===== src/rtl/otter_pkg.sv =====
// Shared OTTER pipeline definitions.
// Contents:
//   - RV32I major opcode constants
//   - writeback-select code that marks a load
//   - the canonical NOP encoding (addi x0,x0,0)
//   - ctrl_t: the decoded control word carried from ID into EX
package otter_pkg;

  localparam logic [6:0] OP_RTYPE  = 7'b0110011;
  localparam logic [6:0] OP_ITYPE  = 7'b0010011;
  localparam logic [6:0] OP_JALR   = 7'b1100111;
  localparam logic [6:0] OP_LOAD   = 7'b0000011;
  localparam logic [6:0] OP_STORE  = 7'b0100011;
  localparam logic [6:0] OP_BRANCH = 7'b1100011;
  localparam logic [6:0] OP_LUI    = 7'b0110111;
  localparam logic [6:0] OP_AUIPC  = 7'b0010111;
  localparam logic [6:0] OP_JAL    = 7'b1101111;
  localparam logic [6:0] OP_SYS    = 7'b1110011;

  localparam logic [1:0]  RF_SEL_LOAD = 2'd2;
  localparam logic [31:0] NOP_INSTR   = 32'h0000_0013;

  typedef struct packed {
    logic [3:0] alu_fun;
    logic [1:0] alu_srcA;
    logic [2:0] alu_srcB;
    logic [1:0] rf_wr_sel;
    logic       regWrite;
    logic       memWrite;
    logic       memRead2;
    logic       csr_WE;
    logic       mret_exec;
  } ctrl_t;

  // Control word of an inserted bubble: no strobe, no side effect.
  localparam ctrl_t CTRL_BUBBLE = '0;

endpackage


===== src/rtl/hazard_detect.sv =====
// Load-use hazard detection for the ID/EX boundary (purely combinational).
// Ports:
//   i_id_valid            decode slot holds a real instruction
//   i_id_opcode/funct3    fields of the decode instruction
//   i_id_rs1/i_id_rs2     source register indices of the decode instruction
//   i_ex_valid            EX holds a real instruction
//   i_ex_rf_wr_sel        EX writeback select (load when RF_SEL_LOAD)
//   i_ex_regWrite         EX writes the register file
//   i_ex_rd               EX destination register
//   i_flush / i_hold      branch-resolution flush, downstream stall
//   o_load_use            decode instruction needs the result of a load in EX
//   o_stall_id            freeze PC and IF/ID this cycle
module hazard_detect
  import otter_pkg::*;
(
  input  logic       i_id_valid,
  input  logic [6:0] i_id_opcode,
  input  logic [2:0] i_id_funct3,
  input  logic [4:0] i_id_rs1,
  input  logic [4:0] i_id_rs2,
  input  logic       i_ex_valid,
  input  logic [1:0] i_ex_rf_wr_sel,
  input  logic       i_ex_regWrite,
  input  logic [4:0] i_ex_rd,
  input  logic       i_flush,
  input  logic       i_hold,
  output logic       o_load_use,
  output logic       o_stall_id
);

  logic w_uses_rs1;
  logic w_uses_rs2;
  logic w_ex_is_load;

  always_comb begin
    w_uses_rs1 = 1'b0;
    w_uses_rs2 = 1'b0;
    case (i_id_opcode)
      OP_RTYPE, OP_STORE, OP_BRANCH: begin
        w_uses_rs1 = 1'b1;
        w_uses_rs2 = 1'b1;
      end
      OP_ITYPE, OP_JALR, OP_LOAD: w_uses_rs1 = 1'b1;
      // Only the register forms of CSRRW/CSRRS/CSRRC read rs1; the
      // immediate forms put a zimm in that field.
      OP_SYS: w_uses_rs1 = (i_id_funct3 inside {3'b001, 3'b010, 3'b011});
      default: ;
    endcase
  end

  // ex_memRead2 is high by default from the decoder, so the writeback
  // select is the reliable marker of a load.
  assign w_ex_is_load = i_ex_valid & (i_ex_rf_wr_sel == RF_SEL_LOAD) &
                        i_ex_regWrite & (i_ex_rd != 5'd0);

  assign o_load_use = i_id_valid & w_ex_is_load &
                      ((w_uses_rs1 & (i_id_rs1 == i_ex_rd)) |
                       (w_uses_rs2 & (i_id_rs2 == i_ex_rd)));

  // A flush kills the decode instruction, so its hazard is moot.
  assign o_stall_id = i_hold | (o_load_use & ~i_flush);

endmodule


===== src/rtl/id_ex_stage.sv =====
// ID/EX pipeline register of the 5-stage OTTER core.
// Captures the decoded control word, operands, immediate, PC and IR into EX,
// inserts bubbles on flush or load-use, freezes on hold, and counts
// load-use bubbles in a saturating counter.
// Ports:
//   clk, rst_n          clock (rising edge), asynchronous active-low reset
//   id_*                decode-stage instruction, control and operands
//   flush, hold         kill decode instruction / freeze the stage
//   stall_id            combinational freeze request for PC and IF/ID
//   ex_*                registered EX-stage copies
//   bubble_cnt          saturating count of load-use bubbles
module id_ex_stage
  import otter_pkg::*;
#(
  parameter int XLEN  = 32,
  parameter int CNT_W = 16
) (
  input  logic             clk,
  input  logic             rst_n,
  input  logic             id_valid,
  input  logic [XLEN-1:0]  id_pc,
  input  logic [31:0]      id_ir,
  input  logic [3:0]       id_alu_fun,
  input  logic [1:0]       id_alu_srcA,
  input  logic [2:0]       id_alu_srcB,
  input  logic [1:0]       id_rf_wr_sel,
  input  logic             id_regWrite,
  input  logic             id_memWrite,
  input  logic             id_memRead2,
  input  logic             id_csr_WE,
  input  logic             id_mret_exec,
  input  logic [XLEN-1:0]  id_rs1_data,
  input  logic [XLEN-1:0]  id_rs2_data,
  input  logic [XLEN-1:0]  id_imm,
  input  logic             flush,
  input  logic             hold,
  output logic             stall_id,
  output logic             ex_valid,
  output logic [XLEN-1:0]  ex_pc,
  output logic [31:0]      ex_ir,
  output logic [XLEN-1:0]  ex_rs1_data,
  output logic [XLEN-1:0]  ex_rs2_data,
  output logic [XLEN-1:0]  ex_imm,
  output logic [3:0]       ex_alu_fun,
  output logic [1:0]       ex_alu_srcA,
  output logic [2:0]       ex_alu_srcB,
  output logic [1:0]       ex_rf_wr_sel,
  output logic             ex_regWrite,
  output logic             ex_memWrite,
  output logic             ex_memRead2,
  output logic             ex_csr_WE,
  output logic             ex_mret_exec,
  output logic [CNT_W-1:0] bubble_cnt
);

  logic             r_valid;
  logic [XLEN-1:0]  r_pc;
  logic [31:0]      r_ir;
  logic [XLEN-1:0]  r_rs1_data;
  logic [XLEN-1:0]  r_rs2_data;
  logic [XLEN-1:0]  r_imm;
  ctrl_t            r_ctrl;
  logic [CNT_W-1:0] r_bubble_cnt;

  ctrl_t            w_id_ctrl;
  logic             w_load_use;

  // Strobes from an invalid decode slot are dropped so nothing leaks into EX.
  always_comb begin
    w_id_ctrl           = CTRL_BUBBLE;
    w_id_ctrl.alu_fun   = id_alu_fun;
    w_id_ctrl.alu_srcA  = id_alu_srcA;
    w_id_ctrl.alu_srcB  = id_alu_srcB;
    w_id_ctrl.rf_wr_sel = id_rf_wr_sel;
    w_id_ctrl.regWrite  = id_regWrite  & id_valid;
    w_id_ctrl.memWrite  = id_memWrite  & id_valid;
    w_id_ctrl.memRead2  = id_memRead2  & id_valid;
    w_id_ctrl.csr_WE    = id_csr_WE    & id_valid;
    w_id_ctrl.mret_exec = id_mret_exec & id_valid;
  end

  hazard_detect u_hazard_detect (
    .i_id_valid     (id_valid),
    .i_id_opcode    (id_ir[6:0]),
    .i_id_funct3    (id_ir[14:12]),
    .i_id_rs1       (id_ir[19:15]),
    .i_id_rs2       (id_ir[24:20]),
    .i_ex_valid     (r_valid),
    .i_ex_rf_wr_sel (r_ctrl.rf_wr_sel),
    .i_ex_regWrite  (r_ctrl.regWrite),
    .i_ex_rd        (r_ir[11:7]),
    .i_flush        (flush),
    .i_hold         (hold),
    .o_load_use     (w_load_use),
    .o_stall_id     (stall_id)
  );

  always_ff @(posedge clk or negedge rst_n) begin
    if (!rst_n) begin
      r_valid      <= 1'b0;
      r_pc         <= '0;
      r_ir         <= NOP_INSTR;
      r_rs1_data   <= '0;
      r_rs2_data   <= '0;
      r_imm        <= '0;
      r_ctrl       <= CTRL_BUBBLE;
      r_bubble_cnt <= '0;
    end else if (!hold) begin
      if (flush || w_load_use) begin
        // Bubble: datapath fields are don't-care once ex_valid is low.
        r_valid <= 1'b0;
        r_ir    <= NOP_INSTR;
        r_ctrl  <= CTRL_BUBBLE;
        if (!flush && (r_bubble_cnt != {CNT_W{1'b1}}))
          r_bubble_cnt <= r_bubble_cnt + 1'b1;
      end else begin
        r_valid    <= id_valid;
        r_pc       <= id_pc;
        r_ir       <= id_ir;
        r_rs1_data <= id_rs1_data;
        r_rs2_data <= id_rs2_data;
        r_imm      <= id_imm;
        r_ctrl     <= w_id_ctrl;
      end
    end
  end

  assign ex_valid     = r_valid;
  assign ex_pc        = r_pc;
  assign ex_ir        = r_ir;
  assign ex_rs1_data  = r_rs1_data;
  assign ex_rs2_data  = r_rs2_data;
  assign ex_imm       = r_imm;
  assign ex_alu_fun   = r_ctrl.alu_fun;
  assign ex_alu_srcA  = r_ctrl.alu_srcA;
  assign ex_alu_srcB  = r_ctrl.alu_srcB;
  assign ex_rf_wr_sel = r_ctrl.rf_wr_sel;
  assign ex_regWrite  = r_ctrl.regWrite;
  assign ex_memWrite  = r_ctrl.memWrite;
  assign ex_memRead2  = r_ctrl.memRead2;
  assign ex_csr_WE    = r_ctrl.csr_WE;
  assign ex_mret_exec = r_ctrl.mret_exec;
  assign bubble_cnt   = r_bubble_cnt;

endmodule


===== config.mk =====
export PLATFORM = sky130hd
export DESIGN_NAME = id_ex_stage
export DESIGN_NICKNAME = d
export VERILOG_FILES = /design/src/rtl/otter_pkg.sv /design/src/rtl/hazard_detect.sv /design/src/rtl/id_ex_stage.sv
export SDC_FILE = /design/constraint.sdc
export NUM_CORES = 1
export LEC_CHECK = 0
export CORE_AREA = 2 2 147 149
export DETAILED_ROUTE_END_ITERATION = 16
export DIE_AREA = 0 0 149 151
export PLACE_DENSITY = 0.73
export SLEW_MARGIN = 20
export SYNTH_ARGS = -nofsm -noshare
export SYNTH_HDL_FRONTEND = slang
export SYNTH_SLANG_ARGS = --single-unit

===== constraint.sdc =====
create_clock -name clk -period 3.4 [get_ports clk]
set_input_delay 0.68 -clock clk [delete_from_list [all_inputs] [get_ports clk]]
set_output_delay 0.68 -clock clk [all_outputs]
set_load 0.01 [all_outputs]

==> results_dict.tcl <==
set metrics [dict create \
    power_density_nw_per_um2 491 \
    pin_count 375 \
    cp-end-kind "output port" \
    start_kind "input port" \
    synth.avg_cell_area_um2 15.4 \
    hold_class "in2async" \
    fp.dieH_um 151 \
    ir_drop_v 0.000391 \
    synth_compound_area_frac 0.0618 \
    finalNonFillerCells 1163 \
    synth_fa_ha_area_frac 0.00166 \
    remaining_drc_errors 0 \
    fin_ws_ns 0.227 \
    yosysTopAreaCell "dfrtp_1" \
    layout_commonest_cell "clkdlybuf4s50_1" \
    viasPerCell 4.78 \
    routedWlPerCell_um 18.0 \
    final_area_um2 12300 \
    gp_congestion 0.829 \
    synth_top_family_by_area "multiplexers" \
    cts_root_buffer "clkbuf_16" \
    syn-cell-area_um2 7540 \
    pwr-share-comb 0.221 \
    finalHoldViolations 0 \
    r2r_cells 7 \
    cap_violations 0 \
    synth.area.mux_share 0.193 \
    internal_power_w 0.00447 \
    top_layer "met4" \
    fp.dieArea_um2 22500 \
    post-route-min-period_ns 3.17 \
    grt_max_degree 81 \
    grt_overflow 0 \
    tritoncts "yes" \
    rows 53 \
    p_seq_frac 0.450 \
    synth_xor_area_frac 0.0291 \
    place_inst 1132 \
    slew_violations 0 \
    routed_wl_um 21000 \
    synth_simple_gate_area_share 0.0473 \
    layout_common_cells "371 x clkdlybuf4s50_1, 190 x dfrtp_1, 89 x mux2_1" \
    grt_pass1_vias 5778 \
    synth_cell_type_count 35 \
    grt_usage 0.183 \
    fill_cells 1777 \
    drive_above_1_share 0.120 \
    dieWidth_um 149 \
    synthTopCellsByArea "dfrtp_1 63%, mux2_1 13%, mux2_2 6.0%" \
    hpwl_um 15900 \
    yosysSeqAreaShare 0.641 \
    r2r_setup_slack_ns 0.98 \
    vias 5563 \
    antenna_found_initial 0 \
    ys_warn_count 0 \
    ys_ff_latch 193 \
    clkPwrFrac 0.330 \
    postLayoutCoreUtil 0.589 \
    placeableCoreArea_um2 20800 \
    r2r_start "ex_ir[8]" \
    startpoint "id_ir[3]" \
    r2r-end "ex_pc[15]" \
    rsz0062_at_grt "no" \
    status "finished clean" \
    dpl-instance-area_um2 11700 \
    finalSetupViolCount 0 \
    synth.top_cell.area_share 0.631 \
    diodes 0 \
    switchingPower_w 0.00155 \
    dr_wl_met3_um 2110 \
    port_buffers 374 \
    wl_met2_um 10400 \
    first_iter_violations 114 \
    crit_fanout 2 \
    max_freq_mhz 315 \
    antenna_left 0 \
    arrival_ns 2.49 \
    syn_to_final_growth_pct 62.6 \
    pre_cts_slack_ns -0.0253 \
    cts_sinks 193 \
    cts_buffers 17 \
    p_leak_nw 5.15 \
    cts_setup_buffers 0 \
    synth_cells 488 \
    critical_path_required_ns 2.72 \
    fin_crit_sh 0.933 \
    initial_core_util 0.362 \
    slew_headroom 0.683 \
    h-tree-depth 4 \
    drt-met1-wl_um 8070 \
    clock_latency_ns 0.42 \
    finalClockSkew_ns 0.0121 \
    crit_path_end "stall_id" \
    cts_buffer_depth 2 \
    final_nets 1058 \
    syn_nets 670 \
    clk_pin_slew_worst_paths_ns 0.07 \
    p_sw_frac 0.258 \
    grt_pass1_wl_um 31700 \
    dr.pass1.iters 4 \
    tightest_slew_ns 0.476 \
    path_class "in2out" \
]
-- critical path: stages --
cell	delay, ns
clkdlybuf4s50_1	0.43
nand4b_1	0.24
a211o_1	0.32
nor4_4	0.32
nor2_2	0.07
o21bai_1	0.12
dlygate4sd2_1	0.31
-- metal layers --
metal | track usage | up-vias
met4 | 0.0586 | 0
met2 | 0.314 | 238
met3 | 0.0741 | 26
met5 | 0 | -
met1 | 0.210 | 2750
li1 | - | 2549
-- worst min-delay path by stage --
stage	from	to	slack (ns)	depth (start not counted)
global route	rst_n	bubble_cnt[10]	0.24	1
finish	rst_n	bubble_cnt[8]	0.22	1
CTS	rst_n	bubble_cnt[8]	0.22	1
global placement	ex_rs1_data[18]	ex_rs1_data[18]	0.47	1
floorplan	rst_n	bubble_cnt[0]	0.38	0
detailed placement	ex_rs1_data[21]	ex_rs1_data[21]	0.47	1
-- power by group through the flow --
stage	clock network, W	logic (W)	registers [W]
5_1_grt	0.00215	0.00142	0.00274
6_report	0.00198	0.00133	0.00271
3_5_place_dp	0	0.00135	0.00275
2_1_floorplan	0	0.000298	0.00287
3_3_place_gp	0	0.00134	0.00274
4_1_cts	0.00205	0.00135	0.00271
-- metrics by stage --
step / power (W) / setup TNS, ns / hold slack (ns)
finish: 0.00602 / 0 / 0.217
global route: 0.00631 / 0 / 0.238
CTS: 0.00612 / 0 / 0.224
detailed placement: 0.00410 / -0.0253 / 0.474
global placement: 0.00408 / -0.000259 / 0.466
floorplan: 0.00317 / 0 / 0.384
-- Yosys cell counts --
cell / number
nand2_1: 9
ha_1: 1
nor2_2: 1
a211oi_1: 1
and3_1: 2
nand4_1: 4
buf_6: 9
nor3_1: 3
and4_1: 1
xor2_1: 14
o21bai_1: 2
mux2_1: 89
nand3_1: 6
inv_1: 4
a21oi_1: 3
dfrtp_1: 190
xnor2_1: 11
a211o_1: 1
nor4b_2: 1
mux2_2: 40
or2_2: 1
nor4_4: 2
buf_2: 11
nand4b_1: 3
clkbuf_1: 7
nor4_1: 3
a22o_1: 41
and3b_1: 1
nor3_2: 4
nor2b_1: 3
dfstp_2: 3
a32o_1: 5
nor2_1: 9
a311o_1: 1
nor3b_1: 2
-- state kept, by name (all words and copies together), names as in the netlist, 2 cells and up --
| register | count |
|---|---|
| ex_rs1_data | 32 |
| ex_imm | 32 |
| ex_alu_srcB | 3 |
| ex_ir | 32 |
| ex_alu_srcA | 2 |
| ex_rf_wr_sel | 2 |
| bubble_cnt | 16 |
| ex_alu_fun | 4 |
| ex_pc | 32 |
| ex_rs2_data | 32 |
-- final cells by class --
cell class                      instances  area [um^2]  share of cell area
Clock buffer                           18          439              0.0358
Clock inverter                         13          149              0.0121
Inverter                                4         15.0             0.00123
Multi-Input combinational cell        264         2510               0.204
Sequential cell                       193         4830               0.394
Tap cell                              275          344              0.0281
Timing Repair Buffer                  396         3970               0.324
-- repair_timing --
action / 4_1_cts / 5_1_grt
gates resized for setup: 1 / 0
endpoints found under the setup margin: 1 / 0
hold buffers: 0 / 0
-- logic make-up (layout without fill, tap and decap cells) --
logic type                 Yosys count  in the layout
DFF                                193            193
muxes                              129            129
and+or+nand+nor                     55             55
AOI/OAI and AO/OA                   54             54
buffers and inverters               31            431
xor gates and xnor gates            25             25
adders and majority gates            1              1
Note: power is estimated with default switching activity, not from simulation.
